File: config.mk
export PLATFORM = sky130hd
export DESIGN_NAME = if_fetch_ctrl_flat
export DESIGN_NICKNAME = d
export VERILOG_FILES = /design/src/rtl/if_fetch_ctrl_if.sv /design/src/rtl/if_fetch_ctrl.sv /design/src/flat_wrapper.sv
export SDC_FILE = /design/constraint.sdc
export NUM_CORES = 1
export LEC_CHECK = 0
export CAP_MARGIN = 20
export CELL_PAD_IN_SITES_DETAIL_PLACEMENT = 0
export CELL_PAD_IN_SITES_GLOBAL_PLACEMENT = 1
export CORE_AREA = 2 2 148 164
export CTS_BUF_LIST = sky130_fd_sc_hd__clkbuf_2 sky130_fd_sc_hd__clkbuf_4 sky130_fd_sc_hd__clkbuf_8
export DETAILED_ROUTE_END_ITERATION = 10
export DIE_AREA = 0 0 150 166
export PLACE_DENSITY = 0.83
export SKIP_CTS_REPAIR_TIMING = 1
export SYNTH_ARGS = -nofsm -noshare
export SYNTH_HDL_FRONTEND = slang
export SYNTH_SLANG_ARGS = --single-unit
File: constraint.sdc
create_clock -name clk -period 4.2 [get_ports clk]
set_input_delay 0.84 -clock clk [delete_from_list [all_inputs] [get_ports clk]]
set_output_delay 0.84 -clock clk [all_outputs]
set_load 0.05 [all_outputs]
File: src/rtl/if_fetch_ctrl_if.sv
// Fetch-side bundle: instruction ROM port, core handshake, redirect and halt status.
// master = fetch controller, slave = ROM/core environment.
interface if_fetch_ctrl_if #(
   parameter int unsigned ADDR_W = 16
) ();
   logic [ADDR_W-1:0] im_addr;
   logic [31:0]       im_instr;
   logic              fetch_en;
   logic              inst_valid;
   logic [31:0]       inst_data;
   logic [31:0]       inst_pc;
   logic              inst_ready;
   logic              redirect;
   logic [31:0]       redirect_pc;
   logic              halted;

   modport master (
      output im_addr,
      input  im_instr,
      input  fetch_en,
      output inst_valid,
      output inst_data,
      output inst_pc,
      input  inst_ready,
      input  redirect,
      input  redirect_pc,
      output halted
   );

   modport slave (
      input  im_addr,
      output im_instr,
      output fetch_en,
      input  inst_valid,
      input  inst_data,
      input  inst_pc,
      output inst_ready,
      output redirect,
      output redirect_pc,
      input  halted
   );
endinterface

File: src/rtl/if_fetch_ctrl.sv
// Instruction fetch controller: owns fetch PC, prefetches ROM words into a FIFO, handles redirects.
// Optional macro IFC_ECALL_HALT_EN: an ecall push halts fetching until the next redirect.
module if_fetch_ctrl #(
   parameter int unsigned DEPTH    = 4,
   parameter int unsigned ADDR_W   = 16,
   parameter logic [31:0] RESET_PC = 32'h0
) (
   input  logic            clk,
   input  logic            rst_n,
   if_fetch_ctrl_if.master bus
);

   localparam int unsigned      PTR_W   = $clog2(DEPTH);
   localparam int unsigned      CNT_W   = PTR_W + 1;
   localparam logic [CNT_W-1:0] DEPTH_C = CNT_W'(DEPTH);

`ifdef IFC_ECALL_HALT_EN
   localparam logic [31:0] ECALL = 32'h0000_0073;
   typedef enum logic [1:0] {ST_BOOT, ST_RUN, ST_HALT} state_t;
`else
   typedef enum logic [1:0] {ST_BOOT, ST_RUN} state_t;
`endif

   state_t           state_q, state_d;
   logic [31:0]      fetch_pc_q, fetch_pc_d;
   logic [CNT_W-1:0] count_q, count_d;
   logic [PTR_W-1:0] rd_ptr_q, rd_ptr_d;
   logic [PTR_W-1:0] wr_ptr_q, wr_ptr_d;

   logic [31:0] instr_mem [DEPTH];
   logic [31:0] pc_mem    [DEPTH];

   logic valid;
   logic pop;
   logic push;

   assign valid = (count_q != '0);
   // A redirect voids any handshake in its own cycle, so it gates both pop and push.
   assign pop   = valid & bus.inst_ready & ~bus.redirect;
   assign push  = (state_q == ST_RUN) & bus.fetch_en & ~bus.redirect
                  & ((count_q < DEPTH_C) | pop);

   always_ff @(posedge clk or negedge rst_n) begin
      if (!rst_n) begin
         state_q    <= ST_BOOT;
         fetch_pc_q <= RESET_PC;
         count_q    <= '0;
         rd_ptr_q   <= '0;
         wr_ptr_q   <= '0;
      end else begin
         state_q    <= state_d;
         fetch_pc_q <= fetch_pc_d;
         count_q    <= count_d;
         rd_ptr_q   <= rd_ptr_d;
         wr_ptr_q   <= wr_ptr_d;
      end
   end

   always_comb begin
      state_d    = state_q;
      fetch_pc_d = fetch_pc_q;
      count_d    = count_q;
      rd_ptr_d   = rd_ptr_q;
      wr_ptr_d   = wr_ptr_q;

      if (bus.redirect) begin
         // Every state lands in RUN after a redirect; BOOT's single cycle is still spent.
         state_d    = ST_RUN;
         fetch_pc_d = bus.redirect_pc & ~32'h3;
         count_d    = '0;
         rd_ptr_d   = '0;
         wr_ptr_d   = '0;
      end else begin
         case (state_q)
            ST_BOOT: state_d = ST_RUN;
`ifdef IFC_ECALL_HALT_EN
            ST_RUN:  if (push && bus.im_instr == ECALL) state_d = ST_HALT;
            ST_HALT: state_d = ST_HALT;
`else
            ST_RUN:  state_d = ST_RUN;
`endif
            default: state_d = ST_BOOT;
         endcase

         if (push) begin
            wr_ptr_d   = wr_ptr_q + PTR_W'(1);
            fetch_pc_d = fetch_pc_q + 32'd4;
         end
         if (pop) rd_ptr_d = rd_ptr_q + PTR_W'(1);

         if (push && !pop)      count_d = count_q + CNT_W'(1);
         else if (pop && !push) count_d = count_q - CNT_W'(1);
      end
   end

   // Payload storage carries no reset; entries are only read while counted valid.
   always_ff @(posedge clk) begin
      if (push) begin
         instr_mem[wr_ptr_q] <= bus.im_instr;
         pc_mem[wr_ptr_q]    <= fetch_pc_q;
      end
   end

   assign bus.im_addr    = fetch_pc_q[ADDR_W+1:2];
   assign bus.inst_valid = valid;
   assign bus.inst_data  = instr_mem[rd_ptr_q];
   assign bus.inst_pc    = pc_mem[rd_ptr_q];

`ifdef IFC_ECALL_HALT_EN
   assign bus.halted = (state_q == ST_HALT);
`else
   assign bus.halted = 1'b0;
`endif

endmodule

File: src/flat_wrapper.sv
// flat-port wrapper written by rule: the top's interface ports become plain ports
module if_fetch_ctrl_flat 
#(
   parameter int unsigned DEPTH    = 4,
   parameter int unsigned ADDR_W   = 16,
   parameter logic [31:0] RESET_PC = 32'h0
)
  (clk, rst_n, bus_im_addr, bus_im_instr, bus_fetch_en, bus_inst_valid, bus_inst_data, bus_inst_pc, bus_inst_ready, bus_redirect, bus_redirect_pc, bus_halted);
  if_fetch_ctrl_if #(.ADDR_W(ADDR_W)) bus_i ();
  input  logic clk;
  input  logic rst_n;
  output wire logic [$bits(bus_i.im_addr)-1:0] bus_im_addr;
  input wire logic [$bits(bus_i.im_instr)-1:0] bus_im_instr;
  input wire logic [$bits(bus_i.fetch_en)-1:0] bus_fetch_en;
  output wire logic [$bits(bus_i.inst_valid)-1:0] bus_inst_valid;
  output wire logic [$bits(bus_i.inst_data)-1:0] bus_inst_data;
  output wire logic [$bits(bus_i.inst_pc)-1:0] bus_inst_pc;
  input wire logic [$bits(bus_i.inst_ready)-1:0] bus_inst_ready;
  input wire logic [$bits(bus_i.redirect)-1:0] bus_redirect;
  input wire logic [$bits(bus_i.redirect_pc)-1:0] bus_redirect_pc;
  output wire logic [$bits(bus_i.halted)-1:0] bus_halted;
  assign bus_im_addr = bus_i.im_addr;
  assign bus_i.im_instr = bus_im_instr;
  assign bus_i.fetch_en = bus_fetch_en;
  assign bus_inst_valid = bus_i.inst_valid;
  assign bus_inst_data = bus_i.inst_data;
  assign bus_inst_pc = bus_i.inst_pc;
  assign bus_i.inst_ready = bus_inst_ready;
  assign bus_i.redirect = bus_redirect;
  assign bus_i.redirect_pc = bus_redirect_pc;
  assign bus_halted = bus_i.halted;
  if_fetch_ctrl #(.DEPTH(DEPTH), .ADDR_W(ADDR_W), .RESET_PC(RESET_PC)) u_core (.clk(clk), .rst_n(rst_n), .bus(bus_i));
endmodule
==> reports/qor.csv <==
metric,value,unit
outcome,completed,
gr usage total,17.8,%
clock slew at reported path FFs,0.06,ns
Netlist cell types,38,
sequential area share after synthesis,74.7,%
Synth Register Bits,286,
min Tclk post-route,3.73,ns
via count,5764,
ant diodes,0,
DRT Pass-1 Iters,4,
M3 GR Usage,3.54,%
fillers,1754,
DRT antenna net count,0,
Worst Hold Class,input pin to asynchronous set/reset pin,
Final setup viols,0,
"Slew Viols, Final",0,
Die Ht,166,um
M1 GR Usage,23.1,%
first-pass GRT wire length,33.8,mm
"Hold Vio Cnt, Final",0,
Worst setup EP type,output pin,
post-route setup TNS,0,ns
Row Count,59,
vias in the first global route,6230,
WL final,21.6,mm
Cell Pwr Density,549,nW/um^2
Synth async-reset ratio,13.3,%
gpl congestion,0.780,
DIE AREA,24900,sq um
crit-path max FO,23,
kind of critical path,register to output pin,
TritonCTS clock tree,done,
max-cap viol count,0,
"Slowest-stage cell, CP",dfrtp_4,
Post-Syn Instances,592,
clk sink count,286,
"Req. time, crit path",3.36,ns
Relative slew margins,33.7,%
Bufs on Longest Clock Path,3,
CP Data Arrival Time,2.89,ns
DRC violation total after the first TritonRoute iteration,327,
P_leak,4.52,nW
syn_area_per_cell,19.0,sq um
Post-synth EDFFs,248,
max frequency,268,MHz
IO Port Bufs,145,
"worst slack, placed",0.939,ns
Vias/cell,5.30,
CTS Buf Count,45,
die width,150,um
area grow syn2layout,22.5,%
Initial Utilization,48.2,%
ratio of cells with drive above 1 in the final layout,19.9,%
core area,23300,sq um
antenna violations before repair,0,
worst setup margin,0.469,ns
routed wire length per instance,19.9,um
"commonest non-fill, non-tap cells in the layout","edfxtp_1, clkdlybuf4s50_1, mux4_2",
GR Overflow Total,0,
RSZ-0062 raised after global routing,no,
Max IR drop VDD,0.000265,V
drt drc,0,
Final period util,88.8,%
met2 global-route usage,30.4,%
post-synthesis cell area,11200,sq um
largest net degree at the start of global routing,63,
Worst Skew,0.0148,ns
worst skew pair latency,0.53,ns
Detailed Place HPWL,13.1,mm
H-tree depth,2,
Top Ports,151,
CTS root buffer,clkbuf_8,
Least-Margin Pin Slew,0.995,ns
Slowest Stage Delay on Critical Path,0.74,ns
startpoint types,register,
"commonest non-fill, non-tap cell in the layout",edfxtp_1,
busiest grt layer,met2,
total number of yosys warnings,0,
critical-path cell list,buf_4 > mux4_2 > clkdlybuf4s50_1,
Final nets,825,
top_reg_cell synth,edfxtp_1,
==> registers in the layout, summed over array words and instances (netlist names) <==
register	cells
u_core.state_q	1
u_core.rd_ptr_q	2
u_core.fetch_pc_q	30
u_core.pc_mem	120
u_core.instr_mem	128
u_core.wr_ptr_q	2
u_core.count_q	3
==> worst max-delay path: cells and delay by family, from the launching register on <==
family                 cells  cell delay, ns
buffers and inverters      2            1.06
DFF                        1            0.74
muxes                      1            0.54
==> Yosys cell counts (2+ instances only) <==
cell / number / area (sq um)
nand4_1: 18 / 113
clkbuf_1: 12 / 45.0
nand3_2: 2 / 20.0
buf_4: 19 / 143
and2_1: 2 / 12.5
ha_1: 5 / 62.6
nand2_1: 41 / 154
nand3_1: 9 / 45.0
o21ai_0: 33 / 165
buf_1: 2 / 7.51
a31oi_1: 4 / 25.0
mux4_2: 62 / 1400
xor2_1: 24 / 210
buf_2: 8 / 40.0
conb_1: 2 / 7.51
nor2_1: 17 / 63.8
and3_1: 7 / 43.8
edfxtp_1: 248 / 7450
xnor2_1: 5 / 43.8
nor3_4: 2 / 32.5
nor3_1: 3 / 15.0
inv_1: 9 / 33.8
or3_1: 5 / 31.3
mux2i_1: 2 / 20.0
dfrtp_1: 38 / 951
==> cells by family after synthesis <==
logic type	Yosys count	share of synthesized area [%]
buffers and inverters	51	2.50
muxes	64	12.6
xor gates and xnor gates	29	2.26
adders and majority gates	6	0.734
DFF	286	74.7
AOI/OAI and AO/OA	39	1.80
and+or+nand+nor	115	5.39
other	2	0.0668
==> worst paths after layout <==
check                                      start                       to  slack, ns  cells past startpoint
setup / recovery              u_core.rd_ptr_q[0]          bus_inst_pc[24]       0.47                      3
hold / removal                             rst_n    u_core.fetch_pc_q[29]       0.43                      1
setup reg to reg               u_core.count_q[2]  u_core.instr_mem[0][10]       1.91                      4
hold reg to reg            u_core.fetch_pc_q[29]     u_core.pc_mem[1][29]       0.54                      0
max in group asynchronous                  rst_n       u_core.rd_ptr_q[0]       3.11                      1
min in group clk           u_core.fetch_pc_q[29]     u_core.pc_mem[1][29]       0.54                      0
==> cell type report <==
class	instances	area (sq um)	area share, %
sequential	286	8400	61.0
multi-input combinational	257	2600	18.9
timing repair buffer	151	1510	11.0
clock buffer	60	757	5.50
tap	305	382	2.77
clock inverter	19	91.3	0.663
inverter	9	33.8	0.245
==> stage by stage <==
| step | power, mW | instances | utilization [%] | instance area [sq um] | hold slack [ns] |
|---|---|---|---|---|---|
| 2_1_floorplan | 4.81 | 594 | - | 11300 | 0.476 |
| 3_3_place_gp | 5.43 | 1008 | 55.4 | 12900 | 0.496 |
| 3_5_place_dp | 5.47 | 1008 | 55.4 | 12900 | 0.531 |
| 4_1_cts | 7.66 | 1087 | 59.1 | 13800 | 0.428 |
| 5_1_grt | 7.87 | 1087 | 59.1 | 13800 | 0.457 |
| 6_report | 7.56 | 1087 | 59.1 | 13800 | 0.426 |
==> where the power goes <==
part | total [mW] | switching [mW] | internal (mW)
clock network | 2.18 | 1.01 | 1.17
registers | 3.36 | 0.157 | 3.20
logic | 2.02 | 1.20 | 0.822
==> metal layers <==
layer | wire, um | up-vias | part of all wire [%]
met5 | 0 | - | 0
met4 | 406 | 0 | 1.9
met3 | 1340 | 31 | 6.2
met2 | 11000 | 202 | 51
met1 | 8830 | 2898 | 41
li1 | - | 2633 | -
Note: power is estimated with default switching activity, not from simulation.
